**src/rtl/sample_packer_pkg.sv**
```systemverilog
// Shared constants and state type for the sample packer and its unpacker counterpart.
package sample_pkg;

  localparam int SAMPLE_WIDTH = 3;
  localparam int WORD_WIDTH   = 16;
  localparam int ACC_WIDTH    = 18;
  localparam int COUNT_WIDTH  = 5;

  typedef enum logic {
    IDLE = 1'b0,
    RUN  = 1'b1
  } packer_state_e;

endpackage

```
**src/rtl/sample_packer_if.sv**
```systemverilog
// Sample-side and FIFO-side signals of the packer; slave modport is the packer itself.
interface sample_packer_if;
  import sample_pkg::*;

  logic                    enable;
  logic                    sample_valid;
  logic [SAMPLE_WIDTH-1:0] sample_data;
  logic                    flush;
  logic                    packet_full;
  logic                    packet_write;
  logic [WORD_WIDTH-1:0]   packet_data;

  modport master (
    output enable, sample_valid, sample_data, flush, packet_full,
    input  packet_write, packet_data
  );

  modport slave (
    input  enable, sample_valid, sample_data, flush, packet_full,
    output packet_write, packet_data
  );

endinterface

```
**src/rtl/sample_packer_sat_counter16.sv**
```systemverilog
// 16-bit event counter that sticks at 16'hFFFF instead of wrapping.
module sat_counter16 (
  input  logic        clk,
  input  logic        reset_n,
  input  logic        inc,
  output logic [15:0] count
);

  logic [15:0] count_q, count_d;

  always_comb begin
    count_d = count_q;
    if (inc && (count_q != 16'hFFFF)) begin
      count_d = count_q + 16'd1;
    end
  end

  always_ff @(posedge clk) begin
    if (!reset_n) begin
      count_q <= '0;
    end else begin
      count_q <= count_d;
    end
  end

  assign count = count_q;

endmodule

```
**src/rtl/sample_packer.sv**
```systemverilog
// Packs a continuous LSB-first stream of 3-bit samples into 16-bit FIFO words.
// Define SAMPLE_PACKER_STATS_EN to implement the wrapping total_sample_count.
module sample_packer
  import sample_pkg::*;
(
  input  logic              clk_sample,
  input  logic              reset_n,
  sample_packer_if.slave    bus,
  output logic              overflow,
  output logic [15:0]       overflow_count,
  output logic [31:0]       total_sample_count
);

  packer_state_e           state_q, state_d;
  logic [ACC_WIDTH-1:0]    acc_q, acc_d, acc_base, acc_sum;
  logic [COUNT_WIDTH-1:0]  bit_count_q, bit_count_d, count_base, count_sum;
  logic                    packet_write_q, packet_write_d;
  logic [WORD_WIDTH-1:0]   packet_data_q, packet_data_d;
  logic                    overflow_q, overflow_d;
  logic                    accept, word_done, flush_fire, emit, drop;

  always_comb begin
    state_d    = bus.enable ? RUN : IDLE;
    accept     = bus.enable && bus.sample_valid;
    acc_base   = (state_q == RUN) ? acc_q : '0;
    count_base = (state_q == RUN) ? bit_count_q : '0;

    acc_sum   = acc_base;
    count_sum = count_base;
    if (accept) begin
      acc_sum   = acc_base | (ACC_WIDTH'(bus.sample_data) << count_base);
      count_sum = count_base + COUNT_WIDTH'(SAMPLE_WIDTH);
    end

    // Flush is judged on the post-sample count, so a flush that lands on a
    // completing sample emits that word and drops the residual bits.
    word_done  = (count_sum >= COUNT_WIDTH'(WORD_WIDTH));
    flush_fire = bus.enable && bus.flush && (count_sum != '0);
    emit       = word_done || flush_fire;
    drop       = emit && bus.packet_full;

    acc_d       = acc_sum;
    bit_count_d = count_sum;
    if (!bus.enable || flush_fire) begin
      acc_d       = '0;
      bit_count_d = '0;
    end else if (word_done) begin
      acc_d       = acc_sum >> WORD_WIDTH;
      bit_count_d = count_sum - COUNT_WIDTH'(WORD_WIDTH);
    end

    packet_write_d = emit && !bus.packet_full;
    packet_data_d  = packet_write_d ? acc_sum[WORD_WIDTH-1:0] : packet_data_q;
    overflow_d     = overflow_q || drop;
  end

  always_ff @(posedge clk_sample) begin
    if (!reset_n) begin
      state_q        <= IDLE;
      acc_q          <= '0;
      bit_count_q    <= '0;
      packet_write_q <= 1'b0;
      packet_data_q  <= '0;
      overflow_q     <= 1'b0;
    end else begin
      state_q        <= state_d;
      acc_q          <= acc_d;
      bit_count_q    <= bit_count_d;
      packet_write_q <= packet_write_d;
      packet_data_q  <= packet_data_d;
      overflow_q     <= overflow_d;
    end
  end

  sat_counter16 u_overflow_count (
    .clk     (clk_sample),
    .reset_n (reset_n),
    .inc     (drop),
    .count   (overflow_count)
  );

`ifdef SAMPLE_PACKER_STATS_EN
  logic [31:0] total_q, total_d;

  always_comb begin
    total_d = accept ? (total_q + 32'd1) : total_q;
  end

  always_ff @(posedge clk_sample) begin
    if (!reset_n) begin
      total_q <= '0;
    end else begin
      total_q <= total_d;
    end
  end

  assign total_sample_count = total_q;
`else
  assign total_sample_count = 32'd0;
`endif

  assign bus.packet_write = packet_write_q;
  assign bus.packet_data  = packet_data_q;
  assign overflow         = overflow_q;

endmodule

```
**src/flat_wrapper.sv**
```systemverilog
// flat-port wrapper written by rule: the top's interface ports become plain ports
module sample_packer_flat import sample_pkg::*;
  (clk_sample, reset_n, overflow, overflow_count, total_sample_count, bus_enable, bus_sample_valid, bus_sample_data, bus_flush, bus_packet_full, bus_packet_write, bus_packet_data);
  sample_packer_if bus_i ();
  input  logic clk_sample;
  input  logic reset_n;
  output logic overflow;
  output logic [15:0] overflow_count;
  output logic [31:0] total_sample_count;
  input wire logic [$bits(bus_i.enable)-1:0] bus_enable;
  input wire logic [$bits(bus_i.sample_valid)-1:0] bus_sample_valid;
  input wire logic [$bits(bus_i.sample_data)-1:0] bus_sample_data;
  input wire logic [$bits(bus_i.flush)-1:0] bus_flush;
  input wire logic [$bits(bus_i.packet_full)-1:0] bus_packet_full;
  output wire logic [$bits(bus_i.packet_write)-1:0] bus_packet_write;
  output wire logic [$bits(bus_i.packet_data)-1:0] bus_packet_data;
  assign bus_i.enable = bus_enable;
  assign bus_i.sample_valid = bus_sample_valid;
  assign bus_i.sample_data = bus_sample_data;
  assign bus_i.flush = bus_flush;
  assign bus_i.packet_full = bus_packet_full;
  assign bus_packet_write = bus_i.packet_write;
  assign bus_packet_data = bus_i.packet_data;
  sample_packer u_core (.clk_sample(clk_sample), .reset_n(reset_n), .bus(bus_i), .overflow(overflow), .overflow_count(overflow_count), .total_sample_count(total_sample_count));
endmodule
```
**config.mk**
```make
export PLATFORM = sky130hd
export DESIGN_NAME = sample_packer_flat
export DESIGN_NICKNAME = d
export VERILOG_FILES = /design/src/rtl/sample_packer_pkg.sv /design/src/rtl/sample_packer_if.sv /design/src/rtl/sample_packer_sat_counter16.sv /design/src/rtl/sample_packer.sv /design/src/flat_wrapper.sv
export SDC_FILE = /design/constraint.sdc
export NUM_CORES = 1
export LEC_CHECK = 0
export CORE_MARGIN = 4
export CORE_UTILIZATION = 45
export CTS_BUF_LIST = sky130_fd_sc_hd__clkbuf_8
export DETAILED_ROUTE_END_ITERATION = 10
export HOLD_SLACK_MARGIN = 0.12
export PLACE_DENSITY_LB_ADDON = 0.1
export SETUP_SLACK_MARGIN = 0.5
export SYNTH_ARGS = -nofsm -noshare
export SYNTH_HDL_FRONTEND = slang
export SYNTH_SLANG_ARGS = --single-unit
```
**constraint.sdc**
```tcl
create_clock -name clk_sample -period 5.9 [get_ports clk_sample]
set_clock_uncertainty 0.2 [all_clocks]
set_input_delay 0.59 -clock clk_sample [delete_from_list [all_inputs] [get_ports clk_sample]]
set_output_delay 0.59 -clock clk_sample [all_outputs]
set_load 0.01 [all_outputs]
```
==> flow_summary.json <==
{
  "status": "finished, final reports clean",
  "yosys-top-cells-area": "sky130_fd_sc_hd__dfxtp_1, sky130_fd_sc_hd__buf_4, sky130_fd_sc_hd__nor2_1, sky130_fd_sc_hd__mux2i_1, sky130_fd_sc_hd__nand2_1",
  "totalWireLength_mm": 6.18,
  "post_cts.repair.setup_buffers": 0,
  "pre_cts_ws_ns": 2.49,
  "timing.final.ws_setup_ns": 2.58,
  "timing.critical_path.from_type": "register",
  "drv.max_cap_violation_count": 0,
  "power_density_nw_per_um2": 258,
  "vias": 2334,
  "clk_latency_ns": 0.33,
  "worst_path_largest_cell_delay_ns": 0.96,
  "grt_setup_unrepaired": "no",
  "synth_most_common_cell": "sky130_fd_sc_hd__dfxtp_1",
  "nets": 372,
  "worstPathMaxFanout": 31,
  "synth-warning-count": 0,
  "min_from": "u_core.bus.packet_data[15]$_SDFFE_PN0P_",
  "clk_pin_slew_ns": 0.06,
  "detail_route.iter0.violations": 115,
  "hold_path.class": "register to register",
  "worstPathBufferInverterCount": 0,
  "postSynthRegisterBits": 57,
  "wl_per_cell_um": 14.0,
  "worstPathCellList": "and4_1 -> nand3b_4 -> a221oi_4 -> or4b_1 -> mux2i_1",
  "grt_max_degree": 32,
  "syn-cell-area_um2": 2760,
  "cp-end-kind": "register",
  "post-synth-top-area-fraction_pct": 41.3,
  "hold_buffers": 0,
  "io_pins": 75,
  "core_area_um2": 5920,
  "synthArstFlopShare_pct": 0,
  "global_route.overflow_total": 0,
  "fill_cells": 570,
  "post-route-period-util_pct": 56.3,
  "grt_first_pass_wirelength_mm": 9.76,
  "max_slew_margin_pct": 32.6,
  "h-tree-depth": 3,
  "detail_route.drc_violations": 0,
  "antenna_violating_nets_post_route": 0,
  "critPathLaunch": "u_core.state_q$_SDFF_PN0_",
  "ir_worst_vdd_mv": 0.156,
  "yosysTopAreaCell": "sky130_fd_sc_hd__dfxtp_1",
  "synthesis.instances": 326,
  "post_cts_resized": 0,
  "worst_ep_required_time_ns": 5.92,
  "timing.final.setup_violations": 0,
  "maxClockFrequency_mhz": 301,
  "gp_congestion": 0.815,
  "ys_top_cells_by_count": "sky130_fd_sc_hd__dfxtp_1, sky130_fd_sc_hd__nor2_1, sky130_fd_sc_hd__buf_4, sky130_fd_sc_hd__nand2_1, sky130_fd_sc_hd__a21oi_1",
  "num_rows": 28,
  "yosysSeqAreaShare_pct": 41.3,
  "chipWidth_um": 86.3,
  "route.detailed.vias_per_inst": 5.29,
  "area_growth_pct": 20.0,
  "slowest_stage": "sky130_fd_sc_hd__dfxtp_1",
  "antennaDiodeCount": 0,
  "syn_area_per_cell_um2": 8.47,
  "dp_hpwl_mm": 4.48,
  "synth-edff-count": 0,
  "vias_in_the_first_global_route": 1965,
  "globalRouteTotalUtil_pct": 16.8,
  "ys_dominant_reg_cell": "sky130_fd_sc_hd__dfxtp_1",
  "final.setup.tns_ns": 0,
  "crit_family": "simple AND/OR/NAND/NOR gates",
  "die_h_um": 86.3,
  "port_buf_inserts": 42,
  "power_leakage_nw": 1.25,
  "launch_point_of_the_worst_reg_to_reg_path": "u_core.state_q$_SDFF_PN0_",
  "root_buffer": "sky130_fd_sc_hd__clkbuf_8",
  "cts.path.max_buffers": 2,
  "synth_unique_cells": 46,
  "design.die.area_um2": 7450,
  "initial_core_util_pct": 46.6,
  "worst_pin_slew_ns": 1.01,
  "drive_gt1_share_pct": 5.46,
  "initial_antenna_violation_count": 0,
  "worst_ep_arrival_time_ns": 3.34,
  "tritoncts": "built",
  "period_minus_slack_ns": 3.32,
  "cts_sinks": 57,
  "hold_violations": 0,
  "path_class": "register to register",
  "detailedRoute.firstPassIterationCount": 4,
  "final-max-slew-violation-count": 0,
  "cts-buffers-inserted": 9
}
==> worst paths after layout <==
kind,endpoint,slack (ns),cells past startpoint
max reg2reg,u_core.u_overflow_count.count[6]$_SDFFE_PN0P_,2.58,5
min,u_core.bus.packet_data[15]$_SDFFE_PN0P_,0.27,2
max,u_core.u_overflow_count.count[6]$_SDFFE_PN0P_,2.58,5
min reg2reg,u_core.bus.packet_data[15]$_SDFFE_PN0P_,0.27,2
==> state kept, by name, indices dropped and copies added (netlist names) <==
register / flops
u_core.u_overflow_count.count: 16
u_core.acc_q: 18
u_core.bit_count_q: 4
u_core.bus.packet_data: 16
u_core.state_q: 1
u_core.bus.packet_write: 1
u_core.overflow: 1
==> worst reg2reg max path, stage by stage, from the launching register on <==
cell and delay [ns]:
sky130_fd_sc_hd__dfxtp_1 0.96, sky130_fd_sc_hd__and4_1 0.51, sky130_fd_sc_hd__nand3b_4 0.19, sky130_fd_sc_hd__a221oi_4 0.71, sky130_fd_sc_hd__or4b_1 0.52, sky130_fd_sc_hd__mux2i_1 0.13
==> routing by layer <==
layer / global-route usage (%) / wire length, um / share of wire, % / up-vias
met5: 0 / 0 / 0 / -
met4: 6.37 / 55 / 0.89 / 0
met3: 5.13 / 386 / 6.2 / 9
met2: 26.1 / 2910 / 47 / 76
met1: 21.9 / 2830 / 46 / 1087
li1: - / - / - / 1162
==> cells by family after synthesis <==
group	count (synthesis)	synth area share [%]
flops	57	41.3
mux	12	4.40
buf+inv	57	12.5
compound gates	71	18.0
fa+ha+maj	1	0.453
xor+xnor	3	0.952
simple gates	124	22.3
other cells	1	0.136
==> report_power, final <==
group | total, mW | switching, mW | internal, mW
sequential | 0.393 | 0.00538 | 0.388
clock | 0.413 | 0.144 | 0.269
combinational | 0.0497 | 0.0335 | 0.0162
==> metrics by stage <==
step                hold slack (ns)  util [%]  power, mW  area (um2)  cells
finish                        0.271      56.0      0.856        3310    441
global route                  0.290      56.0      0.890        3310    441
CTS                           0.277      56.0      0.865        3310    441
detailed placement            0.264      52.1      0.451        3080    426
global placement              0.262      52.1      0.450        3080    426
floorplan                     0.249         -      0.449        2880    357
==> cell usage in the layout (no fill, tap or decap), drive strengths merged, types with 6 or more instances in the layout <==
| cell | Yosys | final |
|---|---|---|
| dfxtp | 57 | 57 |
| clkdlybuf4s50 | 0 | 42 |
| nor2 | 40 | 40 |
| conb | 1 | 32 |
| nand2 | 28 | 28 |
| a21oi | 14 | 14 |
| o21ai | 13 | 13 |
| clkbuf | 10 | 12 |
| mux2i | 11 | 11 |
| a211oi | 11 | 11 |
| nand3 | 10 | 10 |
| inv | 8 | 9 |
| nor3 | 9 | 9 |
| nand2b | 8 | 8 |
| a21o | 7 | 7 |
| nand4 | 6 | 6 |
==> final cells by class <==
type                            instances  area (um2)  share of cell area [%]
Timing Repair Buffer                   43         428                    12.9
Sequential cell                        57        1140                    34.4
Multi-Input combinational cell        243        1390                    42.0
Clock buffer                           12         165                    4.98
Inverter                                8        30.0                   0.906
Tap cell                               75        93.8                    2.83
Clock inverter                          3        63.8                    1.93
Note: power is estimated with default switching activity, not from simulation.
